===== src/rtl/hazard_sched.sv =====
// Hazard scheduler for the 5-stage MIPS core: D-stage stall, D/E forwarding selects, mult/div sequencing.
// Optional HAZ_STAT_EN: adds a saturating stall-cycle counter on stall_cnt (tied to 0 otherwise).
module hazard_sched #(
    parameter int unsigned MULT_CYC = 5,
    parameter int unsigned DIV_CYC  = 10
) (
    input  logic        clk,
    input  logic        reset,
    input  logic [4:0]  d_a1,
    input  logic [4:0]  d_a2,
    input  logic [1:0]  d_tuse_a1,
    input  logic [1:0]  d_tuse_a2,
    input  logic [4:0]  d_a3,
    input  logic [1:0]  d_tnew,
    input  logic        d_md_start,
    input  logic        d_md_op,
    input  logic        d_md_use,
    output logic        stall,
    output logic [1:0]  fwd_d_a1,
    output logic [1:0]  fwd_d_a2,
    output logic [1:0]  fwd_e_a1,
    output logic [1:0]  fwd_e_a2,
    output logic        md_busy,
    output logic [31:0] stall_cnt
);

    localparam int unsigned MAX_CYC = (MULT_CYC > DIV_CYC) ? MULT_CYC : DIV_CYC;
    localparam int unsigned CW      = $clog2(MAX_CYC + 1);

    typedef enum logic {
        MD_IDLE = 1'b0,
        MD_BUSY = 1'b1
    } md_state_t;

    // E stage keeps sources for E-forwarding; M and W only need destination and remaining Tnew
    logic [4:0] e_a1_q, e_a1_d;
    logic [4:0] e_a2_q, e_a2_d;
    logic [4:0] e_a3_q, e_a3_d;
    logic [1:0] e_tnew_q, e_tnew_d;
    logic       e_md_start_q, e_md_start_d;
    logic       e_md_op_q, e_md_op_d;
    logic [4:0] m_a3_q, m_a3_d;
    logic [1:0] m_tnew_q, m_tnew_d;
    logic [4:0] w_a3_q, w_a3_d;
    logic [1:0] w_tnew_q, w_tnew_d;

    md_state_t   md_state_q, md_state_d;
    logic [CW-1:0] md_cnt_q, md_cnt_d;

    logic haz_a1, haz_a2, haz_md;

    function automatic logic [1:0] sat_dec(input logic [1:0] t);
        return (t == 2'd0) ? 2'd0 : t - 2'd1;
    endfunction

    function automatic logic src_hazard(input logic [4:0] a, input logic [1:0] tuse);
        logic h;
        h = 1'b0;
        if (tuse != 2'd3 && a != 5'd0) begin
            h = (e_a3_q == a && e_tnew_q > tuse) || (m_a3_q == a && m_tnew_q > tuse);
        end
        return h;
    endfunction

    // Youngest match wins; a match still in flight selects GRF and is fixed up by the E forward
    function automatic logic [1:0] sel_fwd_d(input logic [4:0] a);
        logic [1:0] sel;
        sel = 2'd0;
        if (a != 5'd0) begin
            if (e_a3_q == a)      sel = (e_tnew_q == 2'd0) ? 2'd1 : 2'd0;
            else if (m_a3_q == a) sel = (m_tnew_q == 2'd0) ? 2'd2 : 2'd0;
            else if (w_a3_q == a) sel = (w_tnew_q == 2'd0) ? 2'd3 : 2'd0;
        end
        return sel;
    endfunction

    function automatic logic [1:0] sel_fwd_e(input logic [4:0] a);
        logic [1:0] sel;
        sel = 2'd0;
        if (a != 5'd0) begin
            if (m_a3_q == a)      sel = (m_tnew_q == 2'd0) ? 2'd2 : 2'd0;
            else if (w_a3_q == a) sel = (w_tnew_q == 2'd0) ? 2'd3 : 2'd0;
        end
        return sel;
    endfunction

    always_comb begin
        haz_a1   = src_hazard(d_a1, d_tuse_a1);
        haz_a2   = src_hazard(d_a2, d_tuse_a2);
        haz_md   = (d_md_start | d_md_use) & ((md_state_q == MD_BUSY) | e_md_start_q);
        stall    = haz_a1 | haz_a2 | haz_md;
        fwd_d_a1 = sel_fwd_d(d_a1);
        fwd_d_a2 = sel_fwd_d(d_a2);
        fwd_e_a1 = sel_fwd_e(e_a1_q);
        fwd_e_a2 = sel_fwd_e(e_a2_q);
        md_busy  = (md_state_q == MD_BUSY);
    end

    always_comb begin
        e_a1_d       = '0;
        e_a2_d       = '0;
        e_a3_d       = '0;
        e_tnew_d     = '0;
        e_md_start_d = 1'b0;
        e_md_op_d    = 1'b0;
        if (!stall) begin
            e_a1_d       = d_a1;
            e_a2_d       = d_a2;
            e_a3_d       = d_a3;
            e_tnew_d     = d_tnew;
            e_md_start_d = d_md_start;
            e_md_op_d    = d_md_op;
        end
        m_a3_d   = e_a3_q;
        m_tnew_d = sat_dec(e_tnew_q);
        w_a3_d   = m_a3_q;
        w_tnew_d = sat_dec(m_tnew_q);
    end

    always_ff @(posedge clk or negedge reset) begin
        if (!reset) begin
            e_a1_q       <= '0;
            e_a2_q       <= '0;
            e_a3_q       <= '0;
            e_tnew_q     <= '0;
            e_md_start_q <= 1'b0;
            e_md_op_q    <= 1'b0;
            m_a3_q       <= '0;
            m_tnew_q     <= '0;
            w_a3_q       <= '0;
            w_tnew_q     <= '0;
        end else begin
            e_a1_q       <= e_a1_d;
            e_a2_q       <= e_a2_d;
            e_a3_q       <= e_a3_d;
            e_tnew_q     <= e_tnew_d;
            e_md_start_q <= e_md_start_d;
            e_md_op_q    <= e_md_op_d;
            m_a3_q       <= m_a3_d;
            m_tnew_q     <= m_tnew_d;
            w_a3_q       <= w_a3_d;
            w_tnew_q     <= w_tnew_d;
        end
    end

    // A start can only sit in E while the unit is idle, because D-side starts stall on md_busy
    always_comb begin
        md_state_d = md_state_q;
        md_cnt_d   = md_cnt_q;
        case (md_state_q)
            MD_IDLE: begin
                if (e_md_start_q) begin
                    md_cnt_d   = e_md_op_q ? CW'(DIV_CYC) : CW'(MULT_CYC);
                    md_state_d = MD_BUSY;
                end
            end
            MD_BUSY: begin
                md_cnt_d = md_cnt_q - CW'(1);
                if (md_cnt_q == CW'(1)) begin
                    md_state_d = MD_IDLE;
                end
            end
            default: begin
                md_state_d = MD_IDLE;
                md_cnt_d   = '0;
            end
        endcase
    end

    always_ff @(posedge clk or negedge reset) begin
        if (!reset) begin
            md_state_q <= MD_IDLE;
            md_cnt_q   <= '0;
        end else begin
            md_state_q <= md_state_d;
            md_cnt_q   <= md_cnt_d;
        end
    end

`ifdef HAZ_STAT_EN
    logic [31:0] stall_cnt_q;

    always_ff @(posedge clk or negedge reset) begin
        if (!reset) begin
            stall_cnt_q <= '0;
        end else if (stall && stall_cnt_q != '1) begin
            stall_cnt_q <= stall_cnt_q + 32'd1;
        end
    end

    assign stall_cnt = stall_cnt_q;
`else
    assign stall_cnt = '0;
`endif

endmodule


===== config.mk =====
export PLATFORM = sky130hd
export DESIGN_NAME = hazard_sched
export DESIGN_NICKNAME = d
export VERILOG_FILES = /design/src/rtl/hazard_sched.sv
export SDC_FILE = /design/constraint.sdc
export NUM_CORES = 1
export LEC_CHECK = 0
export ABC_AREA = 0
export CAP_MARGIN = 0
export CORE_MARGIN = 1
export CORE_UTILIZATION = 40
export DETAILED_ROUTE_END_ITERATION = 6
export PLACE_DENSITY = 0.66
export SYNTH_ARGS = -nofsm -noshare
export SYNTH_HDL_FRONTEND = slang
export SYNTH_SLANG_ARGS = --single-unit

===== constraint.sdc =====
create_clock -name clk -period 2.2 [get_ports clk]
set_clock_uncertainty 0.1 [all_clocks]
set_input_delay 0.44 -clock clk [delete_from_list [all_inputs] [get_ports clk]]
set_output_delay 0.44 -clock clk [all_outputs]
set_load 0.05 [all_outputs]

==> results_dict.tcl, run 1 <==
set metrics [dict create \
    status "finished with violations" \
    violations "setup timing" \
    post-route-period-util 1.19 \
    wl_per_cell_um 14.5 \
    numCtsBuffers 5 \
    die_y_um 81.8 \
    htreeDepth 2 \
    io_pins 68 \
    critPathTopFamily "simple AND/OR/NAND/NOR gates" \
    avgSynthCellArea_um2 10.0 \
    timing.critical_path.buf_inv 1 \
    cts_tree "yes" \
    routabilityCongestion 0.822 \
    ys_ff_latch 38 \
    grt.total_usage 0.200 \
    crit_chain "ha_4 > nor2b_4 > o211ai_1 > o22ai_2 > or3_4 > buf_12" \
    crit_path_max_incr_delay_ns 0.46 \
    yosysSeqAreaShare 0.373 \
    synth_top_area_share 0.373 \
    ir_worst_vdd_uv 635 \
    dr_total_vias 2043 \
    port_buffers 35 \
    yosys.area.top_type "dfrtp_1" \
    clock-sinks 38 \
    power.density_mw_per_mm2 945 \
    cp_max_fo 3 \
    hold_buffers 0 \
    drc 0 \
    die_area_mm2 0.00669 \
    num_antenna_cells 0 \
    ys_types 37 \
    rsz0062_at_grt "yes" \
    viasPerCell 5.00 \
    synthCells 254 \
    syn-cell-area_mm2 0.00255 \
    timing.fmax_ghz 0.380 \
    fin_nets 369 \
    layout_setup_ws_ns -0.428 \
    areaGrowthSynthToFinish_pct 41.1 \
    grt_pass1_vias 2003 \
    start_util 0.423 \
    synth-edff-count 0 \
    synth.area.top_cells "dfrtp_1 37%, buf_4 9.7%, xor2_1 9.3%, xnor2_1 8.6%, nor4b_1 6.2%" \
    slew_violations 0 \
    antenna_left 0 \
    drt_iter0_markers 80 \
    insertion_delay_ns 0.30 \
    use_met3 0.0333 \
    use_met2 0.340 \
    wirelength_um 5950 \
    min_path_type "reg -> reg" \
    clockRootBuffer "clkbuf_8" \
    grt_pass1_wl_um 9850 \
    dp_hpwl_um 4310 \
    crit_path_start_kind "flop" \
    cp-end-kind "output port" \
    antenna_found_initial 0 \
    worstPathRequired_ns 1.66 \
    gr-usage-met1 0.251 \
    busiest_layer "met2" \
    core_area_mm2 0.00603 \
    fin_setup_tns_ns -1.80 \
    std_cell_rows 28 \
    clockBufferDepth 2 \
    worst_path_max_delay_cell "dfrtp_2" \
    power.total_w 0.00340 \
    fp.dieW_um 81.8 \
    synthFlopType "dfrtp_1" \
    drive_above_1_share 0.359 \
    drt-pass1-iter-count 4 \
    clkTransAtPathRegs_ns 0.08 \
    crit_arrival_ns 2.09 \
    period_minus_slack_ns 2.63 \
    hold_viol 0 \
    place_ws_ns -0.664 \
    crit_type "reg -> out" \
    p_leak_nw 1.64 \
    grt_max_degree 39 \
    grt_overflow 0 \
    cap_violations 0 \
    synth_warnings 0 \
    async_flop_share 1.00 \
    setup_viol 9 \
]
-- cell usage in the layout, fill, tap and decap left out, drive strengths merged --
| cell | n |
|---|---|
| a21oi | 3 |
| clkbuf | 6 |
| nand4 | 2 |
| o21bai | 2 |
| bufinv | 2 |
| inv | 8 |
| o32ai | 1 |
| nor3 | 9 |
| ha | 10 |
| clkdlybuf4s50 | 11 |
| or3 | 3 |
| clkdlybuf4s15 | 4 |
| nor4 | 2 |
| nor3b | 2 |
| and3 | 2 |
| a21boi | 2 |
| xnor2 | 25 |
| xor2 | 27 |
| mux2i | 3 |
| nor2b | 5 |
| nand3 | 8 |
| a22oi | 2 |
| or4 | 2 |
| clkinv | 1 |
| dlygate4sd2 | 6 |
| conb | 32 |
| o22ai | 1 |
| nor2 | 11 |
| o21ai | 8 |
| nand2 | 9 |
| and2 | 2 |
| dfrtp | 38 |
| nor4b | 19 |
| a31oi | 1 |
| buf | 60 |
| a2111oi | 1 |
| o211ai | 4 |
-- through the flow --
step / utilization / hold WS (ns) / area, um2 / std cells
2_1_floorplan: - / 0.0444 / 2780 / 285
3_3_place_gp: 0.540 / 0.328 / 3250 / 392
3_5_place_dp: 0.540 / 0.337 / 3250 / 392
4_1_cts: 0.588 / 0.351 / 3540 / 406
5_1_grt: 0.596 / 0.358 / 3590 / 409
6_report: 0.596 / 0.346 / 3590 / 409
-- flip-flops by register name, indices dropped and copies added, names as in the netlist --
signal / count
m_a3_q: 5
md_cnt_q: 4
w_a3_q: 5
md_busy: 1
m_tnew_q: 2
e_a2_q: 5
e_a1_q: 5
e_md_start_q: 1
e_md_op_q: 1
e_a3_q: 5
w_tnew_q: 2
e_tnew_q: 2
-- metal layers --
metal | routed length (um) | part of all wire
met4 | 130 | 0.022
met2 | 3050 | 0.51
met3 | 170 | 0.029
met5 | 0 | 0
met1 | 2600 | 0.44
-- cell type report --
cell class | instances | area, um2
fillers | 492 | 2430
multi-input cells | 198 | 1620
flip-flops and latches | 38 | 958
repair buffers | 82 | 748
well taps | 75 | 93.8
clock buffers | 5 | 68.8
clock inverters | 3 | 68.8
inverters | 8 | 37.5
-- worst paths after layout --
| kind | start | endpoint | slack [ns] | depth (start not counted) |
|---|---|---|---|---|
| min in group asynchronous | reset | md_cnt_q[2] | 0.47 | 2 |
| hold / removal | e_a3_q[1] | m_a3_q[1] | 0.35 | 0 |
| max in group asynchronous | reset | m_a3_q[0] | 1.17 | 2 |
| hold reg to reg | e_a3_q[1] | m_a3_q[1] | 0.35 | 0 |
| setup / recovery | m_tnew_q[1] | stall | -0.43 | 6 |
| setup reg to reg | m_tnew_q[1] | e_a2_q[3] | 0.10 | 6 |
-- logic make-up after synthesis --
family	after synthesis	share of synthesized area
compound gates	25	0.0702
xor+xnor	52	0.179
fa+ha+maj	10	0.0491
buf+inv	49	0.126
flops	38	0.373
mux	3	0.0118
other cells	1	0.00147
simple gates	76	0.190
-- cell usage after synthesis, types with 2 or more instances --
cell      instances
buf_2             4
o21bai_1          2
clkbuf_1          3
a21boi_1          2
inv_1             8
and3_1            2
xor2_1           27
mux2i_1           3
nand3_1           6
nand2_1           9
nor4_1            2
or3_1             3
ha_1             10
nor2b_1           5
nor3_1            7
or4_1             2
buf_4            33
nor4b_1          18
xnor2_1          25
dfrtp_1          38
nor3b_1           2
nor2_1           11
nor3_2            2
o21ai_0           8
nand4_1           2
a22oi_1           2
a21oi_1           3
and2_1            2
nand3_2           2
o211ai_1          4
-- report_power, final --
part | internal (W) | total (W) | switching (W)
clock | 0.000454 | 0.000722 | 0.000267
sequential | 0.000853 | 0.00103 | 0.000175
combinational | 0.000750 | 0.00165 | 0.000897
total | 0.00206 | 0.00340 | 0.00134
-- what timing repair did --
action	4_1_cts	5_1_grt
setup buffers	6	3
gates resized for setup	60	9
gates cloned	0	0
pin swaps	27	15
endpoints found under the setup margin	15	9
Note: power is estimated with default switching activity, not from simulation.
==> run 2: changes to the inputs <==
- ABC_CLOCK_PERIOD_IN_PS: unset -> 2200
- CTS_CLUSTER_DIAMETER: unset -> 30
- MAX_ROUTING_LAYER: unset -> met4
==> run 2 against run 1 <==
  * The flow still finishes with violations (setup timing)
  * Sequential power barely moved
  * Critical path depth did not move
  * Clock power barely moved
  * First-iteration DRC count fell by 5.0%
  * Highest routed layer unchanged
  * Non-clock buffer count did not move
  * Worst hold slack barely moved
  * Critical endpoint unchanged
  * Cell area did not move
==> results_dict.tcl, run 2 (synthesis gave the netlist of run 1 again) <==
set metrics [dict create \
    mostFrequentLayoutCell "buf_4" \
    grt_max_degree 39 \
    start_util 0.423 \
    layout.cells.non_filler 409 \
    hold_viol 0 \
    power.density_mw_per_mm2 945 \
    drive_above_1_share 0.359 \
    cp-end-kind "output port" \
    fin_setup_tns_ns -1.71 \
    wl_per_cell_um 14.5 \
    grt_overflow 0 \
    internal_power_w 0.00206 \
    cp_max_fo 4 \
    place_ws_ns -0.664 \
    htreeDepth 2 \
    post-route-period-util 1.15 \
    viasPerCell 5.00 \
    setup_viol 9 \
    areaGrowthSynthToFinish_pct 41.1 \
    insertion_delay_ns 0.29 \
    num_antenna_cells 0 \
    final_cell_mix "44 x buf_4, 32 x conb_1, 32 x dfrtp_1" \
    worst_path_max_delay_cell "dfrtp_2" \
    slew_violations 0 \
    port_buffers 35 \
    p_seq_frac 0.303 \
    timing.fmax_ghz 0.394 \
    critPathTopFamily "simple AND/OR/NAND/NOR gates" \
    cts_tree "yes" \
    crit_chain "ha_4 > nor2b_1 > o211ai_1 > o22ai_2 > or3_4 > buf_12" \
    crit_arrival_ns 2.00 \
    timing.critical_path.buf_inv 1 \
    die_y_um 81.8 \
    drc 0 \
    ir_worst_vdd_uv 635 \
    crit_path_start_kind "flop" \
    fp.dieW_um 81.8 \
    crit_path_max_incr_delay_ns 0.46 \
    clkTransAtPathRegs_ns 0.08 \
    dp.cells 392 \
    cap_violations 0 \
    antenna_left 0 \
    swShare 0.394 \
    crit_type "reg -> out" \
    clockBufferDepth 2 \
    antenna_found_initial 0 \
    comb_power_share 0.485 \
    min_path_type "reg -> reg" \
    dp_hpwl_um 4310 \
    core_area_mm2 0.00603 \
    fin_util 0.596 \
    numCtsBuffers 5 \
    p_leak_nw 1.64 \
    clock_power_share 0.212 \
    dr_total_vias 2043 \
    power.total_w 0.00339 \
    rsz0062_at_grt "yes" \
    period_minus_slack_ns 2.54 \
    fin_nets 369 \
    drt-pass1-iter-count 4 \
    grt_pass1_wl_um 9850 \
    p_switching_w 0.00134 \
    std_cell_rows 28 \
    wirelength_um 5920 \
    layout_setup_ws_ns -0.339 \
    grt_pass1_vias 2001 \
    grt.total_usage 0.205 \
    clockRootBuffer "clkbuf_8" \
    die_area_mm2 0.00669 \
    clock-sinks 38 \
    drt_iter0_markers 76 \
    violations "setup timing" \
    status "finished with violations" \
    worstPathRequired_ns 1.66 \
    routabilityCongestion 0.834 \
    io_pins 68 \
]
run 2: repair_timing:
| item | 4_1_cts | 5_1_grt |
|---|---|---|
| buffers inserted | 6 | 3 |
| resized for setup | 60 | 9 |
| setup endpoints to repair | 15 | 9 |
| pin swaps | 27 | 15 |
| hold buffers | 0 | 0 |
run 2: path summary, 6_finish.rpt:
check / slack (ns) / from / cells after the start / to
max in group asynchronous: 1.18 / reset / 2 / m_a3_q[0]
max: -0.34 / e_tnew_q[1] / 6 / stall
min: 0.35 / e_a3_q[1] / 0 / m_a3_q[1]
min in group asynchronous: 0.47 / reset / 2 / md_cnt_q[2]
min reg2reg: 0.35 / e_a3_q[1] / 0 / m_a3_q[1]
max reg2reg: 0.20 / e_tnew_q[1] / 6 / e_a2_q[3]
run 2: worst register-to-register path: cells and delay by family, from the launching register on:
family                     cells  cell delay [ns]
and+or+nand+nor                2             0.48
DFF                            1             0.46
AOI/OAI and AO/OA              2             0.35
buffers and inverters          1             0.23
adders and majority gates      1             0.25
run 2: layout make-up:
type | instances | area, um2
repair buffers | 82 | 748
flip-flops and latches | 38 | 958
well taps | 75 | 93.8
multi-input cells | 198 | 1620
clock inverters | 3 | 68.8
inverters | 8 | 37.5
clock buffers | 5 | 68.8
fillers | 492 | 2430
run 2: metrics by stage:
stage | cell area, um2 | hold WS (ns)
global placement | 3250 | 0.328
detailed placement | 3250 | 0.337
CTS | 3540 | 0.351
floorplan | 2780 | 0.0444
global route | 3590 | 0.358
finish | 3590 | 0.346
run 2: power by group through the flow:
stage          clock (W)  sequential, W  combinational [W]
5_1_grt         0.000763        0.00105            0.00181
3_3_place_gp           0        0.00103            0.00150
2_1_floorplan          0        0.00103            0.00108
4_1_cts         0.000736        0.00103            0.00162
3_5_place_dp           0        0.00103            0.00153
6_report        0.000720        0.00103            0.00165
run 2: routing by layer:
metal | track usage | share of wire | up-vias | routed length (um)
met1 | 0.251 | 0.43 | 995 | 2550
li1 | - | - | 967 | -
met4 | 0.0772 | 0.022 | 0 | 129
met5 | - | 0 | - | 0
met2 | 0.340 | 0.52 | 64 | 3050
met3 | 0.0322 | 0.030 | 17 | 179
==> run 3: changes to the inputs <==
- ABC_CLOCK_PERIOD_IN_PS: 2200 -> 3300
- CORE_UTILIZATION: 40 -> 45
- PLACE_DENSITY: 0.66 -> 0.73
- clock period: 2.2 -> 3.3 ns (I/O delays scaled with it)
==> run 3 against run 2 <==
  * Die area fell by 11%
  * Sequential share of layout area rose by 3.7 points
  * The flow now finishes without violations
  * Non-clock buffer count fell by 39
  * Highest routed layer unchanged
==> results_dict.tcl, run 3 (synthesis gave the netlist of run 1 again) <==
set metrics [dict create \
    rsz0062_at_grt "no" \
    hold_viol 0 \
    use_met2 0.348 \
    drc 0 \
    drt-pass1-iter-count 4 \
    htreeDepth 2 \
    io_pins 68 \
    antenna_found_initial 0 \
    fillers 473 \
    drive_above_1_share 0.122 \
    busiest_layer "met2" \
    slew_headroom 0.660 \
    clock-sinks 38 \
    dp.cells 359 \
    dpl_cell_area_mm2 0.00294 \
    dp_hpwl_um 3960 \
    grt.total_usage 0.199 \
    crit_path_start_kind "primary input" \
    antenna_left 0 \
    clockRootBuffer "clkbuf_8" \
    ir_worst_vdd_uv 397 \
    start_util 0.465 \
    grt_pass1_vias 1852 \
    layout.cells.non_filler 367 \
    cap_violations 0 \
    drt_iter0_markers 80 \
    cts_setup_buffers 0 \
    min_path_cells 0 \
    fin_util 0.572 \
    post-route-period-util 0.982 \
    mostFrequentLayoutCell "dfrtp_1" \
    worstPathRequired_ns 2.54 \
    cp-end-kind "output port" \
    crit_arrival_ns 2.48 \
    wirelength_um 5340 \
    fp.dieW_um 77.2 \
    status "completed" \
    p_leak_nw 1.44 \
    timing.fmax_ghz 0.309 \
    insertion_delay_ns 0.29 \
    std_cell_rows 27 \
    viasPerCell 5.07 \
    cp_max_fo 2 \
    grt_overflow 0 \
    worst_slew_pin_slew_ns 0.510 \
    clockBufferDepth 2 \
    fin_setup_tns_ns 0 \
    power.density_mw_per_mm2 663 \
    power.total_w 0.00207 \
    dr_total_vias 1860 \
    numCtsBuffers 5 \
    gr-usage-met1 0.236 \
    fin_nets 330 \
    grt_pass1_wl_um 8970 \
    cts_tree "yes" \
    core_area_mm2 0.00547 \
    grt_max_degree 39 \
    r2r_cells 6 \
    routabilityCongestion 0.785 \
    stdcell_area_mm2 0.00313 \
    min_path_type "reg -> reg" \
    period_minus_slack_ns 3.24 \
    port_buffers 35 \
    areaGrowthSynthToFinish_pct 22.8 \
    crit_type "in -> out" \
    die_area_mm2 0.00597 \
    slew_violations 0 \
    final_cell_mix "38 x dfrtp_1, 32 x conb_1, 27 x xor2_1" \
    hold_buffers 0 \
    wl_per_cell_um 14.5 \
    clkTransAtPathRegs_ns 0.08 \
    setup_viol 0 \
    num_antenna_cells 0 \
    use_met3 0.0321 \
    die_y_um 77.2 \
]
[run 3: critical path: stages]
cell and delay, ns:
clkdlybuf4s50_1 0.48, inv_1 0.07, ha_1 0.31, nor2b_1 0.14, o21ai_0 0.18, o32ai_2 0.11
or3_4 0.36, buf_12 0.16
[run 3: power by group]
group | switching [W] | internal (W) | leakage, nW
Combinational | 0.000497 | 0.000373 | 0.872
Clock | 0.000167 | 0.000323 | 0.0714
Sequential | 0.000146 | 0.000566 | 0.494
[run 3: timing repair]
item	4_1_cts	5_1_grt
resized for setup	1	10
hold endpoints to repair	0	0
pin swaps	0	3
endpoints found under the setup margin	1	3
[run 3: layout make-up]
type                            instances  area, um2  area share
Tap cell                               72       90.1      0.0288
Clock buffer                            6       82.6      0.0264
Multi-Input combinational cell        198       1440       0.461
Timing Repair Buffer                   43        473       0.151
Inverter                                8       30.0     0.00960
Clock inverter                          2       60.1      0.0192
Sequential cell                        38        951       0.304
[run 3: routing by layer]
layer | wire length (um) | up-vias
met4 | 70 | 0
met1 | 2290 | 898
met2 | 2770 | 63
met3 | 203 | 8
li1 | - | 891
met5 | 0 | -
[run 3: worst paths after layout]
kind,from,end,slack (ns)
min,e_a3_q[0],m_a3_q[0],0.35
min reg2reg,e_a3_q[0],m_a3_q[0],0.35
max,d_tuse_a2[1],stall,0.06
max reg2reg,e_tnew_q[1],e_a1_q[1],1.24
min in group asynchronous,reset,e_tnew_q[1],0.70
max in group asynchronous,reset,md_cnt_q[1],2.04
[run 3: stage by stage]
stage               hold slack, ns  setup WS [ns]
floorplan                    0.252          0.381
global placement             0.341         0.0375
detailed placement           0.332         0.0127
CTS                          0.349        0.00158
global route                 0.361        0.00483
finish                       0.351         0.0598
